## src/rtl/ram_arbiter.sv

```systemverilog
// ram_arbiter: two-requester round-robin arbiter and sequencer for a
// single-port byte RAM. Each requester hands over one read or write command
// through a req/ack handshake. The arbiter issues a single-cycle wen/ren
// strobe, waits out the RAM read latency, returns read data and pulses ack.
module ram_arbiter #(
    parameter int ADDR_W = 16,
    parameter int DATA_W = 8,
    parameter int RD_LAT = 1
) (
    input  logic              clk,
    input  logic              rst_n,
    // requester 0
    input  logic              req0,
    input  logic              we0,
    input  logic [ADDR_W-1:0] addr0,
    input  logic [DATA_W-1:0] wdata0,
    output logic              ack0,
    output logic [DATA_W-1:0] rdata0,
    // requester 1
    input  logic              req1,
    input  logic              we1,
    input  logic [ADDR_W-1:0] addr1,
    input  logic [DATA_W-1:0] wdata1,
    output logic              ack1,
    output logic [DATA_W-1:0] rdata1,
    // RAM side
    output logic [ADDR_W-1:0] ram_address,
    output logic [DATA_W-1:0] ram_datain,
    output logic              ram_wen,
    output logic              ram_ren,
    input  logic [DATA_W-1:0] ram_q,
    // status
    output logic              busy
);

    typedef enum logic [1:0] {
        IDLE  = 2'd0,
        ISSUE = 2'd1,
        WAIT  = 2'd2,
        ACK   = 2'd3
    } state_t;

    // The wait counter only ever holds RD_LAT-1 down to 0.
    localparam int CNT_W = (RD_LAT > 1) ? $clog2(RD_LAT) : 1;
    localparam logic [CNT_W-1:0] WAIT_LOAD = CNT_W'(RD_LAT - 1);

    state_t            state;
    state_t            state_nxt;
    logic [CNT_W-1:0]  wait_cnt;
    logic              last_grant;   // requester that won the previous grant
    logic              grant;        // requester owning the current command
    logic              win;          // requester that would win in IDLE now
    logic              any_req;

    // Command captured at grant; requester inputs are ignored afterwards.
    logic              cmd_we;
    logic [ADDR_W-1:0] cmd_addr;
    logic [DATA_W-1:0] cmd_wdata;

    assign any_req = req0 | req1;

    // Round-robin winner: a lone requester wins, contention goes to the one
    // that was not granted last time.
    // NOTE: every signal assigned in always_comb gets a default first so no
    // path leaves it unassigned, which would infer a latch.
    always_comb begin
        win = 1'b0;
        if (req0 && req1) begin
            win = ~last_grant;
        end else if (req1) begin
            win = 1'b1;
        end
    end

    // Next-state logic for the IDLE -> ISSUE -> (WAIT) -> ACK sequence.
    always_comb begin
        state_nxt = state;
        unique case (state)
            IDLE:    if (any_req) state_nxt = ISSUE;
            ISSUE:   state_nxt = cmd_we ? ACK : WAIT;
            WAIT:    if (wait_cnt == '0) state_nxt = ACK;
            ACK:     state_nxt = IDLE;
            default: state_nxt = IDLE;
        endcase
    end

    // State register.
    // NOTE: sequential state uses non-blocking assignments so every flop
    // samples pre-edge values regardless of process ordering.
    always_ff @(posedge clk or negedge rst_n) begin
        if (!rst_n) begin
            state <= IDLE;
        end else begin
            state <= state_nxt;
        end
    end

    // Grant bookkeeping and command latch, loaded only on the grant edge.
    always_ff @(posedge clk or negedge rst_n) begin
        if (!rst_n) begin
            last_grant <= 1'b1;
            grant      <= 1'b0;
            cmd_we     <= 1'b0;
            cmd_addr   <= '0;
            cmd_wdata  <= '0;
        end else if (state == IDLE && any_req) begin
            last_grant <= win;
            grant      <= win;
            if (win) begin
                cmd_we    <= we1;
                cmd_addr  <= addr1;
                cmd_wdata <= wdata1;
            end else begin
                cmd_we    <= we0;
                cmd_addr  <= addr0;
                cmd_wdata <= wdata0;
            end
        end
    end

    // Read-latency down-counter: loaded in ISSUE, counts through WAIT.
    always_ff @(posedge clk or negedge rst_n) begin
        if (!rst_n) begin
            wait_cnt <= '0;
        end else if (state == ISSUE) begin
            wait_cnt <= WAIT_LOAD;
        end else if (state == WAIT && wait_cnt != '0) begin
            wait_cnt <= wait_cnt - CNT_W'(1);
        end
    end

    // Read data return: ram_q is captured on the last WAIT cycle into the
    // granted requester's register only; the other one is left untouched.
    always_ff @(posedge clk or negedge rst_n) begin
        if (!rst_n) begin
            rdata0 <= '0;
            rdata1 <= '0;
        end else if (state == WAIT && wait_cnt == '0) begin
            if (grant) begin
                rdata1 <= ram_q;
            end else begin
                rdata0 <= ram_q;
            end
        end
    end

    // RAM address/data come straight from the command latch, so they hold
    // their last value outside ISSUE; strobes are decoded from the state.
    assign ram_address = cmd_addr;
    assign ram_datain  = cmd_wdata;
    assign ram_wen     = (state == ISSUE) &&  cmd_we;
    assign ram_ren     = (state == ISSUE) && !cmd_we;
    assign ack0        = (state == ACK) && !grant;
    assign ack1        = (state == ACK) &&  grant;
    assign busy        = (state != IDLE);

endmodule

```

## config.mk

```make
export PLATFORM = sky130hd
export DESIGN_NAME = ram_arbiter
export DESIGN_NICKNAME = d
export VERILOG_FILES = /design/src/rtl/ram_arbiter.sv
export SDC_FILE = /design/constraint.sdc
export NUM_CORES = 1
export LEC_CHECK = 0
export BUFFER_PORTS_ARGS = -buffer_cell sky130_fd_sc_hd__buf_2
export CORE_MARGIN = 3
export CORE_UTILIZATION = 45
export DETAILED_ROUTE_END_ITERATION = 8
export PLACE_DENSITY = 0.77
export SLEW_MARGIN = 5
export SYNTH_ARGS = -nofsm -noshare
export SYNTH_HDL_FRONTEND = slang
export SYNTH_SLANG_ARGS = --single-unit
```

## constraint.sdc

```tcl
create_clock -name clk -period 1.9 [get_ports clk]
set_input_delay 0 -clock clk [delete_from_list [all_inputs] [get_ports clk]]
set_output_delay 0 -clock clk [all_outputs]
set_load 0.01 [all_outputs]
```

==> metrics.yaml <==
outcome: "finished, final reports clean"
max_clock_freq_ghz: 0.5849
synth.most_common_cell: "a21oi_1"
crit_slowest_cell: "dfrtp_1"
synth_area_leaders: "dfrtp_1 (53%), a21oi_1 (12%), mux2_2 (9.1%)"
area_delta_synth_final_pct: 54.78
p_int_mw: 2.770
antenna_found_initial: 0
synth_top_area_cell: "dfrtp_1"
synth-compound-area-share_pct: 16.04
crit_type: "reg -> reg"
crit_family: "compound AO/OA/AOI/OAI gates"
ioPinCount: 107
synth_fa_ha_area_share_pct: 2.971
fillerInstances: 302
cts_made_buffers: 5
relSlewSlack_pct: 52.21
clkLatencyLatePin_ns: 0.30
wl_per_cell_um: 15.64
tightest_slew_ns: 0.7141
hold_violations: 0
switchingPower_mw: 1.780
path_common_cell: "a21oi_1"
first_pass_iters: 5
die_area_um2: 5536
drc: 0
hp-class: "in -> reg"
grt_usage_pct: 24.61
clkPwrFrac_pct: 12.4
final_nets: 427
critPathRequiredTime_ns: 2.07
finalCritPeriodShare_pct: 89.98
synth_top_area_share_pct: 53.48
grtUsageMet1_pct: 31.03
holdWs_ns: 0.004271
syn_nets: 270
setup_viol: 0
totalWireLength_mm: 6.443
cts_num_sinks: 46
place_hpwl_mm: 3.552
fp.dieW_um: 74.41
grt_pass1_wl_mm: 10.31
ir_worst_vdd_mv: 0.7097
synth_top_family_by_area: "compound AO/OA/AOI/OAI gates"
start_util_pct: 47.38
drtIter0Drc: 102
synth_simple_gate_area_share_pct: 12.66
synth_xor_area_share_pct: 0
coreArea_um2: 4444
layout-drive-gt1-share_pct: 38.89
fin_setup_tns_ns: 0
muxShareOfSynthArea_pct: 9.091
finClkSkew_ns: 0.01297
vias: 2181
path_clk_slew_ns: 0.09
gr-usage-met2_pct: 40.39
period_minus_slack_ns: 1.710
rows: 24
yosysWarnings: 0
startpoint_type: "flip-flop"
rsz0062_at_grt: "no"
syn_inst: 203
swShare_pct: 39.13
path_buf_inv: 1
port_buffers: 106
critical_path_arrival_ns: 1.88
power_frac_comb_pct: 48.5
busiest_layer: "met2"
synth_seq_cells: 46
globalRouteOverflowTotal: 0
synth-edff-count: 0
maxSlewViolCount: 0
power_density_nw_per_um2: 1396
grt_max_degree: 47
cts_tree: "built"
htree_levels: 2
clockRootBuffer: "clkbuf_8"
antenna_left: 0
avgSynthCellArea_um2: 10.37
ys_seq_area_share_pct: 54.72
path_cells: "inv_1 > ha_1 > o21ai_4 > a21oi_1 > a21oi_1"
path_max_fanout: 26
maxCapViolCount: 0
p_leak_nw: 1.597
die_h_um: 74.41
ys_types: 26
clk_path_buf_depth: 2
grtUsageMet3_pct: 7.162
synth_area_um2: 2106
postSynth.asyncResetShare_pct: 100.0
worstSetupEndpointType: "flip-flop"
power_frac_seq_pct: 39.1
synth_ff_type: "dfrtp_1"
gp_congestion: 0.8108
max_stage_delay_ns: 0.43
viasPerCell: 5.294
diodes: 0
grt_pass1_vias: 2110
ys_top_cells_by_count: "a21oi_1 (51), dfrtp_1 (45), nor2_1 (27)"
[timing repair]
action	CTS	global route
setup endpoints to repair	0	4
setup buffers	0	0
hold endpoints to repair	87	0
hold buffers	52	0
gates resized for setup	0	1
[stage by stage]
step / util [%] / setup WS, ns / cells / power [mW] / cell area, µm²
final: 73.34 / 0.1903 / 412 / 4.550 / 3259
after CTS: 73.17 / 0.1838 / 412 / 4.521 / 3252
after global placement: 59.68 / 0.2829 / 353 / 3.801 / 2653
after detailed placement: 59.68 / 0.2076 / 353 / 3.870 / 2653
after floorplan: - / 0.3167 / 203 / 3.071 / 2106
after global routing: 73.34 / 0.02907 / 412 / 4.893 / 3259
[cells in the final DEF, fill, tap and decap left out, drive strengths merged, types with 2 or more instances in the layout]
master / synthesis / final
o21ai: 2 / 2
dfrtp: 45 / 45
a21oi: 51 / 51
and2: 2 / 2
clkinv: 0 / 2
ha: 5 / 5
nand2: 26 / 26
dlygate4sd3: 0 / 52
clkbuf: 0 / 5
buf: 11 / 109
nor2: 27 / 27
inv: 3 / 3
nor2b: 2 / 2
mux2: 17 / 17
nor3b: 2 / 2
[kinds of logic after synthesis]
logic type,Yosys count
AOI/OAI and AO/OA,60
adders and majority gates,5
buffers and inverters,14
DFF,46
muxes,17
and+or+nand+nor,61
[worst paths after layout]
kind,startpoint,endpoint,slack (ns),cells past startpoint
worst min register to register,rdata1[2],rdata1[2],0.50,1
max in group asynchronous,rst_n,ram_address[11],1.18,3
worst max register to register,state[0],ram_address[4],0.19,5
min in group asynchronous,rst_n,ram_address[14],0.32,3
worst max-delay path,state[0],ram_address[4],0.19,5
worst min-delay path,addr1[5],ram_address[5],0.004,3
[layout make-up]
cell class	count	area, µm²	share of cell area (%)
clock inverter	2	10.01	0.3071
timing repair buffer	161	1086	33.32
inverter	3	11.26	0.3455
multi-input combinational	143	865.8	26.56
tap	52	65.06	1.996
sequential	46	1152	35.36
clock buffer	5	68.82	2.111
[power groups by stage]
stage          combinational, mW  clock, mW  sequential (mW)
2_1_floorplan               1.10          0             1.97
3_3_place_gp                2.03          0             1.77
3_5_place_dp                2.10          0             1.77
4_1_cts                     2.17      0.582             1.77
5_1_grt                     2.43      0.622             1.84
6_report                    2.21      0.565             1.78
[tightest hold or removal path, stage by stage]
cell and delay [ns]:
buf_2 0.08, a21oi_1 0.05, a21oi_1 0.13
[sequential cells by signal (all words and copies together) (netlist names)]
| signal | flops |
|---|---|
| ram_address | 16 |
| ram_datain | 8 |
| rdata0 | 8 |
| rdata1 | 8 |
| state | 2 |
| cmd_we | 1 |
| grant | 1 |
| last_grant | 1 |
| wait_cnt | 1 |
[layer usage]
| metal | up-vias | part of all wire, % |
|---|---|---|
| li1 | 1005 | - |
| met3 | 14 | 10 |
| met4 | 0 | 2.0 |
| met1 | 1016 | 40 |
| met2 | 146 | 48 |
| met5 | - | 0 |
Power figures use the tool's default switching activity.
